==> config.mk <==
export PLATFORM = sky130hd
export DESIGN_NAME = alu_duty_feeder
export DESIGN_NICKNAME = d
export VERILOG_FILES = /design/src/rtl/alu_duty_feeder.sv
export SDC_FILE = /design/constraint.sdc
export NUM_CORES = 1
export LEC_CHECK = 0
export BUFFER_PORTS_ARGS = -buffer_cell sky130_fd_sc_hd__buf_2
export CAP_MARGIN = 20
export CORE_ASPECT_RATIO = 0.5
export CORE_MARGIN = 3
export CORE_UTILIZATION = 38
export DETAILED_ROUTE_END_ITERATION = 7
export PLACE_DENSITY = 0.56
export SLEW_MARGIN = 20
export SYNTH_ARGS = -nofsm -noshare
export SYNTH_HDL_FRONTEND = slang
export SYNTH_SLANG_ARGS = --single-unit
==> constraint.sdc <==
create_clock -name clk -period 3.5 [get_ports clk]
set_input_delay 0.7 -clock clk [delete_from_list [all_inputs] [get_ports clk]]
set_output_delay 0.7 -clock clk [all_outputs]
set_load 0.005 [all_outputs]
==> src/rtl/alu_duty_feeder.sv <==
// Duty-value feeder for the PWM LED driver: buffers ALU results in a small FIFO and
// walks the PWM duty toward each entry one step per PWM period, then dwells.
module alu_duty_feeder #(
  parameter int DATA_W        = 4,
  parameter int FIFO_DEPTH    = 4,
  parameter int PERIOD_CYCLES = 16,
  parameter int DWELL_PERIODS = 2
) (
  input  logic                          clk,
  input  logic                          rst,
  input  logic [DATA_W-1:0]             alu_result,
  input  logic                          alu_valid,
  output logic                          alu_ready,
  output logic [DATA_W-1:0]             RegALU,
  output logic                          period_tick,
  output logic                          busy,
  output logic [$clog2(FIFO_DEPTH):0]   fifo_count
);

  localparam int AW  = $clog2(FIFO_DEPTH);
  localparam int CW  = AW + 1;
  localparam int PW  = (PERIOD_CYCLES > 1) ? $clog2(PERIOD_CYCLES) : 1;
  localparam int DWW = $clog2(DWELL_PERIODS + 1);

  typedef enum logic [1:0] {
    IDLE,
    LOAD,
    RAMP,
    DWELL
  } state_t;

  logic [PW-1:0]     per_cnt_reg;
  logic [DATA_W-1:0] fifo_mem [FIFO_DEPTH];
  logic [AW-1:0]     wr_ptr_reg;
  logic [AW-1:0]     rd_ptr_reg;
  logic [CW-1:0]     count_reg;
  state_t            state_reg, state_next;
  logic [DATA_W-1:0] target_reg, target_next;
  logic [DATA_W-1:0] duty_reg, duty_next;
  logic [DWW-1:0]    dwell_reg, dwell_next;
  logic [DATA_W-1:0] head;
  logic [DATA_W-1:0] step_val;
  logic              full;
  logic              push;
  logic              pop;

  assign period_tick = (per_cnt_reg == PW'(PERIOD_CYCLES - 1));
  assign full        = (count_reg == CW'(FIFO_DEPTH));
  assign alu_ready   = !rst && !full;
  assign push        = alu_valid && alu_ready;
  assign head        = fifo_mem[rd_ptr_reg];
  assign step_val    = (target_reg > duty_reg) ? duty_reg + DATA_W'(1) : duty_reg - DATA_W'(1);

  assign RegALU      = duty_reg;
  assign busy        = (state_reg != IDLE);
  assign fifo_count  = count_reg;

  // Free-running period counter; must stay phase-locked to the PWM counter.
  always_ff @(posedge clk) begin
    if (rst) begin
      per_cnt_reg <= '0;
    end else if (period_tick) begin
      per_cnt_reg <= '0;
    end else begin
      per_cnt_reg <= per_cnt_reg + PW'(1);
    end
  end

  always_ff @(posedge clk) begin
    if (push) begin
      fifo_mem[wr_ptr_reg] <= alu_result;
    end
  end

  // Pointers wrap naturally because the depth is a power of two.
  always_ff @(posedge clk) begin
    if (rst) begin
      wr_ptr_reg <= '0;
      rd_ptr_reg <= '0;
      count_reg  <= '0;
    end else begin
      if (push) begin
        wr_ptr_reg <= wr_ptr_reg + AW'(1);
      end
      if (pop) begin
        rd_ptr_reg <= rd_ptr_reg + AW'(1);
      end
      case ({push, pop})
        2'b10:   count_reg <= count_reg + CW'(1);
        2'b01:   count_reg <= count_reg - CW'(1);
        default: count_reg <= count_reg;
      endcase
    end
  end

  always_ff @(posedge clk) begin
    if (rst) begin
      state_reg  <= IDLE;
      target_reg <= '0;
      duty_reg   <= '0;
      dwell_reg  <= '0;
    end else begin
      state_reg  <= state_next;
      target_reg <= target_next;
      duty_reg   <= duty_next;
      dwell_reg  <= dwell_next;
    end
  end

  always_comb begin
    state_next  = state_reg;
    target_next = target_reg;
    duty_next   = duty_reg;
    dwell_next  = dwell_reg;
    pop         = 1'b0;
    case (state_reg)
      IDLE: begin
        if (count_reg != '0) begin
          state_next = LOAD;
        end
      end
      LOAD: begin
        pop         = 1'b1;
        target_next = head;
        dwell_next  = '0;
        state_next  = (head != duty_reg) ? RAMP : DWELL;
      end
      RAMP: begin
        // Duty only moves on the last cycle of a period, so the PWM never sees a mid-period change.
        if (period_tick) begin
          duty_next = step_val;
          if (step_val == target_reg) begin
            state_next = DWELL;
            dwell_next = '0;
          end
        end
      end
      DWELL: begin
        if (period_tick) begin
          dwell_next = dwell_reg + DWW'(1);
          if (dwell_reg + DWW'(1) == DWW'(DWELL_PERIODS)) begin
            state_next = (count_reg != '0) ? LOAD : IDLE;
          end
        end
      end
      default: begin
        state_next = IDLE;
      end
    endcase
  end

endmodule

Word-level counts from Yosys, hierarchy flattened
Memory sizes are Yosys's and may differ from the RTL's. A register that Yosys moved wholly into a read port is not among the register bits.
Cells that the tools add are included.
{"block": "classes", "n_addsub": 8, "n_mux": 19, "reduce_logical": 13, "eq_ne": 15, "magnitude_cmp": 1}
{"cell": "$mux W2", "count": 10}
{"cell": "$ne A2 B2 Y1 const B", "count": 5}
{"cell": "$add A4 B1 Y4 const B", "count": 2}
{"cell": "$eq A2 B2 Y1 const B", "count": 4}
{"cell": "$pmux W2 S4", "count": 1}
{"cell": "$add A2 B1 Y2 const B", "count": 3}
{"cell": "$pmux W2 S3", "count": 1}
{"cell": "$pmux W3 S2", "count": 1}
{"cell": "$reduce_bool A3 Y1", "count": 2}
{"cell": "$mux W1", "count": 5}
{"cell": "$reduce_and A5 Y1", "count": 1}
{"cell": "$eq A2 B1 Y1 const B", "count": 2}
{"cell": "$eq A4 B4 Y1", "count": 1}
{"cell": "$eq A4 B4 Y1 const B", "count": 1}
{"cell": "$gt A4 B4 Y1", "count": 1}
{"cell": "$mux W4", "count": 1}
{"cell": "$ne A4 B4 Y1", "count": 1}
{"cell": "$reduce_and A4 Y1", "count": 1}
{"cell": "$reduce_bool A2 Y1", "count": 2}
{"cell": "$sub A4 B1 Y4 const B", "count": 1}
{"cell": "$add A3 B1 Y3 const B", "count": 1}
{"cell": "$eq A3 B3 Y1 const B", "count": 1}
{"cell": "$sub A3 B1 Y3 const B", "count": 1}
{"cell": "$logic_and A1 B1 Y1", "count": 2}
{"cell": "4 further kinds", "count": 5}
{"block": "totals", "ramBits": 16, "inputBits": 7, "reg_bits": 23, "output_inout_bits": 10, "memories": 1, "wordCells": 65}
{"name": "fifo_mem", "words": 4, "width": 4, "read_ports": 1, "rd_ports_with_merged_regs": 1, "wr": 1, "line": "33", "rtl": "logic [DATA_W-1:0] fifo_mem [FIFO_DEPTH];"}

Depth between registers and ports, before layout
Gate-level depths: netlist of run 1.
{"block": "logic_depth", "depth_word": 6, "mapped_depth": 14, "mapped_depth_nobuf": 14}

Least setup slack after synthesis of run 1
OpenSTA, ideal clock, no wires.
{"block": "synth_timing", "path_type": "reg2reg", "from": "register duty_reg[1] (netlist: RegALU[1])", "to": "register state_reg[1]", "setup_slack_ps": 544, "path_buffers": 0, "t_arrival_ps": 2839, "synth_period_minus_slack_ps": 2956, "path_stages_with_launch": 14, "setup_time_ps": 116, "cell_sequence": "dfxtp_1 > inv_1 > ha_1 > nor2b_1 > o211ai_1 > a21oi_2 > inv_1 > ha_1 > xor2_1 > xnor2_1 > or4_4 > o21ai_4 > a211oi_1 > a41o_1"}
{"block": "synth_via", "elab_chain_cells": 5}
{"item": "start, declared", "line": "39", "rtl": "logic [DATA_W-1:0] duty_reg, duty_next;"}
{"item": "start signal, assigned", "line": "105", "rtl": "duty_reg <= duty_next;"}
{"item": "$sub A4 B1 Y4, or another cell as far along", "line": "52", "rtl": "assign step_val = (target_reg > duty_reg) ? duty_reg + DATA_W'(1) : duty_reg - DATA_W'(1);"}
{"item": "$mux W4 (*)", "line": "52"}
{"item": "$eq A4 B4 Y1 (*)", "line": "132", "rtl": "if (step_val == target_reg) begin"}
{"item": "$ne A2 B2 Y1 (no source line) (*)"}
{"item": "$reduce_and A5 Y1 (no source line) (*)"}
{"item": "end signal, assigned", "line": "103", "rtl": "state_reg <= state_next;"}
{"item": "end, declared", "line": "37", "rtl": "state_t state_reg, state_next;"}
Mark *: on every way between the ends. The rest lies on a longest branch, timed or not.
A chain may end at the register's enable or synchronous reset.

Final worst setup path of run 1
Same ends and word-level chain as after synthesis.

==> results of run 1 <==
==> final timing paths <==
path | from | endpoint | slack (ps) | depth (start not counted)
setup / recovery | RegALU[1] | state_reg[1] | 320 | 13
hold / removal | per_cnt_reg[0] | per_cnt_reg[0] | 490 | 1
hold reg to reg | per_cnt_reg[0] | per_cnt_reg[0] | 490 | 1
setup reg to reg | RegALU[1] | state_reg[1] | 320 | 13
==> report_power, final <==
part	switching (mW)	internal [mW]
Clock	0.169	0.141
Combinational	0.289	0.252
Sequential	0.0571	0.561
==> metal layers <==
metal	vias to the layer above	global-route usage, %	share of wire [%]
li1	668	-	-
met1	615	16.8	52
met2	16	17.9	44
met3	3	4.00	3.3
met4	0	3.20	0.52
met5	-	0	0
==> area by class of cell <==
type | count | area, µm² | share of cell area [%]
inverter | 19 | 71.3 | 3.13
clock buffer | 5 | 68.8 | 3.02
timing repair buffer | 17 | 87.6 | 3.85
clock inverter | 3 | 21.3 | 0.934
tap | 70 | 87.6 | 3.85
sequential | 41 | 981 | 43.1
multi-input combinational | 116 | 960 | 42.1
==> cells in the mapped netlist, drive strengths merged (2+ instances only) <==
cell | count | area (µm²)
o21ai | 3 | 26.3
mux4 | 4 | 90.1
xnor2 | 13 | 114
a21oi | 10 | 53.8
a21o | 2 | 15.0
nor2 | 19 | 71.3
ha | 17 | 213
xor2 | 5 | 43.8
and3 | 5 | 31.3
dfxtp | 25 | 500
and4 | 2 | 17.5
a31oi | 2 | 12.5
nand3 | 2 | 10.0
or3 | 2 | 12.5
inv | 19 | 71.3
fa | 2 | 40.0
nand2 | 6 | 25.0
nor3 | 3 | 15.0
clkbuf | 4 | 15.0
edfxtp | 16 | 480
mux2i | 4 | 40.0
==> cells by family after synthesis <==
family | after synthesis | synth area share, %
buf+inv | 23 | 4.26
simple gates | 44 | 10.8
fa+ha+maj | 19 | 12.5
xor+xnor | 18 | 7.78
flops | 41 | 48.4
mux | 8 | 6.42
compound gates | 27 | 9.88
==> flow_metrics.env, run 1 <==
export IMPL_ant_nets=0
export IMPL_antennaDiodeCount=0
export IMPL_critPathKind="register to register"
export IMPL_path_max_fanout=6
export IMPL_mostFrequentLayoutCells="25 x dfxtp_1, 19 x inv_1, 19 x nor2_1"
export IMPL_gr_total_overflow=0
export IMPL_setup_viol=0
export IMPL_clock_sinks=41
export IMPL_worstPathRequired_ps=3680
export IMPL_syn_area_per_cell_um2=11.3
export IMPL_ys_ff_latch=41
export IMPL_antenna_found_initial=0
export IMPL_hold_buffers=0
export IMPL_finalNonFillerCells=271
export IMPL_critPathLaunchType="register"
export IMPL_ctsRootBufferMaster="clkbuf_8"
export IMPL_row_count=18
export IMPL_crit_path_cell_trace="inv_1 -> ha_1 -> nor2b_1 -> o211ai_1 -> a21oi_2 -> inv_1 -> ha_1 -> xor2_1 -> xnor2_1 -> or4_4 -> o21ai_4 -> a211oi_1 -> a41o_1"
export IMPL_worstPathArrival_ps=3370
export IMPL_layout_drive_gt1_share_pct=17.9
export IMPL_cts_tree="yes"
export IMPL_drt_total_wl_um=3450
export IMPL_path_delay_family="compound AO/OA/AOI/OAI gates"
export IMPL_drc=0
export IMPL_dp_cells=263
export IMPL_grt_pass1_vias=1226
export IMPL_drtIter0Drc=31
export IMPL_num_io_pins=17
export IMPL_max_slew_margin_pct=68.8
export IMPL_htree_levels=2
export IMPL_grt_setup_unrepaired="no"
export IMPL_yosys_warnings=0
export IMPL_post_route_util_pct=45.1
export IMPL_fin_crit_ps=3180
export IMPL_nNetsFinal=226
export IMPL_buffer_ports_inserted=16
export IMPL_synth_fp_nets=206
export IMPL_path_buf_inv=2
export IMPL_timing_final_crit_share_pct=90.9
export IMPL_endpoint_kind="register"
export IMPL_grt_util_all_layers_pct=12.0
export IMPL_critPathSlowestCell="or4_4"
export IMPL_fin_ws_ps=318
export IMPL_setup_tns_ps=0
export IMPL_synthToLayoutAreaGrowth_pct=12.3
export IMPL_peakVddDrop_uv=194
export IMPL_syn_area_um2=2030
export IMPL_p_leak_nw=0.904
export IMPL_synthFlopType="dfxtp_1"
export IMPL_max_stage_delay_ps=490
export IMPL_gp_congestion=0.764
export IMPL_die_x_um=109
export IMPL_max_cap_violations=0
export IMPL_cts_setup_buffers=0
export IMPL_drv_slew=0
export IMPL_largest_reg_flops=16
export IMPL_hold_violations=0
export IMPL_finalInstanceArea_um2=2280
export IMPL_min_path_type="register to register"
export IMPL_synth_seq_area_share_pct=48.4
export IMPL_fin_skew_ps=9.32
export IMPL_numCtsBuffers=5
export IMPL_clock_path_buffers=2
export IMPL_grt_start_max_net_pins=26
export IMPL_die_area_um2=6300
export IMPL_power_mw=1.47
export IMPL_grt_pass1_wl_um=5860
export IMPL_async_flop_share_pct=0
export IMPL_vias=1302
export IMPL_post_place_ws_ps=333
export IMPL_routed_via_density=4.80
export IMPL_hold_ws_ps=494
export IMPL_outcome="finished clean"
export IMPL_dr_pass1_iters=4
export IMPL_ctsResizeCount=0
export IMPL_place_hpwl_um=2670
export IMPL_die_height_um=57.6
export IMPL_clkSlewWorstSetupHoldPaths_ps=80
export IMPL_regMostFlops="fifo_mem"
export IMPL_synthCells=180
export IMPL_placed_area_um2=2190
export IMPL_wl_per_cell_um=12.7
export IMPL_final_common_cell="dfxtp_1"
export IMPL_worst_slew_pin_slew_ps=468
export IMPL_ys_types=39
export IMPL_power_density_nw_per_um2=646
export IMPL_initial_core_util_pct=40.2
export IMPL_fmax_mhz=314
export IMPL_synth_edf_count=16
export IMPL_core_um2=5040
export IMPL_clock_latency_ps=300
export IMPL_fill_cells=484
Power figures use the tool's default switching activity.
==> run 2, diff against run 1 <==
--- a/config.mk
+++ b/config.mk
@@ -7,7 +7,7 @@
 export LEC_CHECK = 0
 export BUFFER_PORTS_ARGS = -buffer_cell sky130_fd_sc_hd__buf_2
 export CAP_MARGIN = 20
-export CORE_ASPECT_RATIO = 0.5
+export CORE_ASPECT_RATIO = 1.1
 export CORE_MARGIN = 3
 export CORE_UTILIZATION = 38
 export DETAILED_ROUTE_END_ITERATION = 7
==> constraint.sdc (replaced) <==
create_clock -name clk -period 3.1 [get_ports clk]
set_input_delay 0.62 -clock clk [delete_from_list [all_inputs] [get_ports clk]]
set_output_delay 0.62 -clock clk [all_outputs]
set_load 0.005 [all_outputs]
==> flow_metrics.env, run 2 (synthesis gave the netlist of run 1 again) <==
export IMPL_outcome="finished clean"
export IMPL_path_max_fanout=6
export IMPL_die_area_um2=6250
export IMPL_grt_pass1_wl_um=6570
export IMPL_grt_pass1_vias=1419
export IMPL_drv_slew=0
export IMPL_fill_cells=449
export IMPL_grt_start_max_net_pins=26
export IMPL_dr_pass1_iters=4
export IMPL_cts_tree="yes"
export IMPL_vias=1367
export IMPL_fin_ws_ps=79.4
export IMPL_max_slew_margin_pct=69.4
export IMPL_num_io_pins=17
export IMPL_critPathSlowestCell="or4_4"
export IMPL_clkSlewWorstSetupHoldPaths_ps=80
export IMPL_clock_path_buffers=2
export IMPL_clock_latency_ps=290
export IMPL_gp_congestion=0.828
export IMPL_gr_total_overflow=0
export IMPL_antennaDiodeCount=0
export IMPL_synthToLayoutAreaGrowth_pct=18.9
export IMPL_max_cap_violations=0
export IMPL_critPathLaunchType="register"
export IMPL_ant_nets=0
export IMPL_worstPathArrival_ps=3200
export IMPL_buffer_ports_inserted=16
export IMPL_largest_reg_flops=16
export IMPL_setup_viol=0
export IMPL_max_stage_delay_ps=500
export IMPL_drtIter0Drc=77
export IMPL_post_place_ws_ps=-127
export IMPL_row_count=27
export IMPL_die_height_um=82.6
export IMPL_clock_sinks=41
export IMPL_endpoint_kind="register"
export IMPL_routed_via_density=5.14
export IMPL_power_density_nw_per_um2=783
export IMPL_initial_core_util_pct=40.0
export IMPL_crit_path_cell_trace="inv_4 -> ha_4 -> nor2b_2 -> o211ai_1 -> a21oi_2 -> fa_2 -> xor2_4 -> xnor2_1 -> or4_4 -> o21ai_4 -> a211oi_2 -> a41o_1"
export IMPL_regMostFlops="fifo_mem"
export IMPL_nNetsFinal=233
export IMPL_place_hpwl_um=2880
export IMPL_numCtsBuffers=5
export IMPL_fin_crit_ps=3020
export IMPL_final_common_cell="dfxtp_1"
export IMPL_die_x_um=75.6
export IMPL_grt_setup_unrepaired="yes"
export IMPL_worstRegToRegCells=12
export IMPL_wl_per_cell_um=14.5
export IMPL_core_um2=5070
export IMPL_holdCritStartpoint="per_cnt_reg[0]"
export IMPL_worstPathRequired_ps=3280
export IMPL_ctsRootBufferMaster="clkbuf_8"
export IMPL_r2r_end="state_reg[1]"
export IMPL_mostFrequentLayoutCells="23 x dfxtp_1, 19 x nor2_1, 17 x inv_1"
export IMPL_worst_slew_pin_slew_ps=460
export IMPL_holdPathEnd="per_cnt_reg[0]"
export IMPL_grt_util_all_layers_pct=14.3
export IMPL_hold_violations=0
export IMPL_htree_levels=2
export IMPL_regArea_um2=983
export IMPL_hold_buffers=0
export IMPL_antenna_found_initial=0
export IMPL_fmax_mhz=331
export IMPL_layout_drive_gt1_share_pct=26.4
export IMPL_peakVddDrop_uv=335
export IMPL_min_path_type="register to register"
export IMPL_timing_final_crit_share_pct=97.4
export IMPL_drc=0
export IMPL_r2r_setup_slack_ps=80
export IMPL_critPathKind="register to register"
export IMPL_r2r_start="RegALU[1]"
export IMPL_drt_total_wl_um=3860
export IMPL_post_route_util_pct=47.6
export IMPL_p_leak_nw=0.963
export IMPL_min_path_cells=1
export IMPL_fin_skew_ps=6.56
export IMPL_multi_input_area_um2=1020
[run 2: per-stage QoR]
stage | setup TNS, ps | area, µm² | instances | hold WS (ps) | power (mW)
2_1_floorplan | 0 | 2030 | 180 | 450 | 1.19
3_3_place_gp | 0 | 2190 | 254 | 472 | 1.31
3_5_place_dp | -311 | 2190 | 254 | 481 | 1.34
4_1_cts | 0 | 2360 | 265 | 495 | 1.85
5_1_grt | -43.0 | 2410 | 266 | 520 | 2.03
6_report | 0 | 2410 | 266 | 487 | 1.89
[run 2: timing repair]
action,CTS,global route
buffers inserted,3,1
gates resized for setup,7,7
hold endpoints to repair,0,0
endpoints found under the setup margin,4,4
pin swaps,4,6
[run 2: power breakdown]
group          leakage (nW)  switching (mW)  total [mW]  internal [mW]
sequential            0.350          0.0715       0.706          0.634
combinational         0.559           0.382       0.751          0.369
clock                0.0543           0.190       0.431          0.241
[run 2: worst max path at each step]
stage / from / end / slack, ps / cells after the start
2_1_floorplan: RegALU[1] / state_reg[1] / 140 / 13
3_3_place_gp: RegALU[1] / state_reg[1] / 100 / 13
3_5_place_dp: RegALU[1] / state_reg[1] / -130 / 13
4_1_cts: RegALU[1] / state_reg[1] / 20 / 12
5_1_grt: RegALU[1] / state_reg[1] / -20 / 13
6_report: RegALU[1] / state_reg[1] / 80 / 12
[run 2: area by class of cell]
class	instances	area share (%)
clock inverters	3	1.92
repair buffers	24	5.82
flip-flops and latches	41	40.8
well taps	58	3.01
clock buffers	5	2.86
inverters	19	3.06
multi-input cells	116	42.5
[run 2: layer usage]
layer / track usage [%] / up-vias / share of wire [%]
met5: 0 / - / 0
met4: 6.64 / 0 / 1.8
li1: - / 687 / -
met3: 4.00 / 6 / 3.3
met1: 16.8 / 650 / 43
met2: 24.0 / 24 / 52
[run 2: worst max-delay path: cells and delay by family, from the launching register on]
family / cells / cell delay, ps
and+or+nand+nor: 2 / 650
buffers and inverters: 1 / 60
AOI/OAI and AO/OA: 5 / 910
adders and majority gates: 2 / 640
DFF: 1 / 360
xor gates and xnor gates: 2 / 310
==> run 3, diff against run 2 <==
--- a/config.mk
+++ b/config.mk
@@ -10,6 +10,7 @@
 export CORE_ASPECT_RATIO = 1.1
 export CORE_MARGIN = 3
 export CORE_UTILIZATION = 38
+export CTS_BUF_LIST = sky130_fd_sc_hd__clkbuf_16
 export DETAILED_ROUTE_END_ITERATION = 7
 export PLACE_DENSITY = 0.56
 export SLEW_MARGIN = 20
==> flow_metrics.env, run 3 (synthesis gave the netlist of run 1 again) <==
export IMPL_max_slew_margin_pct=69.9
export IMPL_outcome="finished clean"
export IMPL_min_path_type="register to register"
export IMPL_setup_tns_ps=0
export IMPL_worstPathArrival_ps=3200
export IMPL_die_height_um=82.6
export IMPL_grt_use_met1_pct=16.8
export IMPL_nNetsFinal=234
export IMPL_grt_use_met3_pct=3.75
export IMPL_worstPathRequired_ps=3270
export IMPL_clock_path_buffers=2
export IMPL_fin_crit_ps=3030
export IMPL_mostFrequentLayoutCells="23 x dfxtp_1, 19 x nor2_1, 17 x inv_1"
export IMPL_p_clk_share_pct=28.3
export IMPL_max_cap_violations=0
export IMPL_htree_levels=2
export IMPL_place_hpwl_um=2880
export IMPL_ctsRootBufferMaster="clkbuf_16"
export IMPL_drc=0
export IMPL_swShare_pct=32.5
export IMPL_p_leak_nw=1.01
export IMPL_combPwrFrac_pct=37.7
export IMPL_critPathLaunchType="register"
export IMPL_fin_ws_ps=73.0
export IMPL_internal_power_mw=1.40
export IMPL_grt_pass1_vias=1430
export IMPL_grt_pass1_wl_um=6590
export IMPL_grt_start_max_net_pins=26
export IMPL_num_io_pins=17
export IMPL_grt_setup_unrepaired="yes"
export IMPL_buffer_ports_inserted=16
export IMPL_path_max_fanout=6
export IMPL_top_usage_layer="met2"
export IMPL_drtIter0Drc=48
export IMPL_core_um2=5070
export IMPL_post_place_ws_ps=-127
export IMPL_antenna_found_initial=0
export IMPL_clock_sinks=41
export IMPL_largest_reg_flops=16
export IMPL_seqPwrFrac_pct=34.0
export IMPL_p_sw_uw=677
export IMPL_ant_nets=0
export IMPL_layout_drive_gt1_share_pct=27.8
export IMPL_hold_buffers=0
export IMPL_dr_pass1_iters=4
export IMPL_final_common_cell="dfxtp_1"
export IMPL_drv_slew=0
export IMPL_grt_util_all_layers_pct=14.4
export IMPL_gr_total_overflow=0
export IMPL_synthToLayoutAreaGrowth_pct=23.0
export IMPL_critPathKind="register to register"
export IMPL_initial_core_util_pct=40.0
export IMPL_die_area_um2=6250
export IMPL_peakVddDrop_uv=315
export IMPL_numCtsBuffers=5
export IMPL_worst_slew_pin_slew_ps=451
export IMPL_cts_tree="yes"
export IMPL_power_density_nw_per_um2=835
export IMPL_fmax_mhz=330
export IMPL_drt_total_wl_um=4010
export IMPL_hold_violations=0
export IMPL_fin_skew_ps=3.51
export IMPL_timing_final_crit_share_pct=97.6
export IMPL_clkSlewWorstSetupHoldPaths_ps=60
export IMPL_vias=1376
export IMPL_wl_per_cell_um=15.0
export IMPL_antennaDiodeCount=0
export IMPL_clock_latency_ps=280
export IMPL_regMostFlops="fifo_mem"
export IMPL_setup_viol=0
export IMPL_gp_congestion=0.828
export IMPL_row_count=27
export IMPL_gr_usage_met2_pct=23.6
export IMPL_die_x_um=75.6
export IMPL_routed_via_density=5.15
export IMPL_endpoint_kind="register"
run 3: stage by stage:
stage                     hold WS [ps]  instance area (µm²)  instances  total power [mW]  utilization [%]
after floorplan                    450                 2030        180              1.19                -
after global placement             472                 2190        254              1.31             43.3
after detailed placement           481                 2190        254              1.34             43.3
after CTS                          492                 2420        265              2.02             47.8
after global routing               517                 2490        267              2.22             49.2
final                              483                 2490        267              2.08             49.2
run 3: cell type report:
type | count | area, µm²
Timing Repair Buffer | 25 | 148
Multi-Input combinational cell | 116 | 1040
Clock inverter | 3 | 46.3
Inverter | 19 | 73.8
Fill cell | 442 | 2570
Tap cell | 58 | 72.6
Sequential cell | 41 | 983
Clock buffer | 5 | 125
run 3: path summary, 6_finish.rpt:
kind	depth (start not counted)	endpoint	slack [ps]	startpoint
worst max-delay path	12	state_reg[1]	70	RegALU[1]
worst min register to register	1	per_cnt_reg[0]	480	per_cnt_reg[0]
worst max register to register	12	state_reg[1]	70	RegALU[1]
worst min-delay path	1	per_cnt_reg[0]	480	per_cnt_reg[0]
run 3: layer usage:
layer,wire (µm),vias up
met5,0,-
met4,144,0
met3,142,14
met2,2050,26
met1,1670,647
li1,-,689
run 3: critical path, stage by stage, from the launching register on:
cell and delay (ps):
dfxtp_2 350, inv_4 40, ha_4 200, nor2b_4 120, o211ai_1 270, a21oi_4 120
fa_2 400, xor2_4 170, xnor2_1 130, or4_4 550, o21ai_4 250, a211oi_2 100
a41o_1 220
run 3: power groups by stage:
stage	logic, mW	clock network (mW)	registers (mW)
after floorplan	0.487	0	0.701
after global placement	0.594	0	0.711
after detailed placement	0.622	0	0.719
after CTS	0.711	0.599	0.707
after global routing	0.868	0.628	0.721
final	0.784	0.588	0.708
run 3: what timing repair did:
action,CTS,global route
buffers inserted,3,2
pin swaps,4,10
gates resized for setup,7,11
endpoints found under the setup margin,4,4
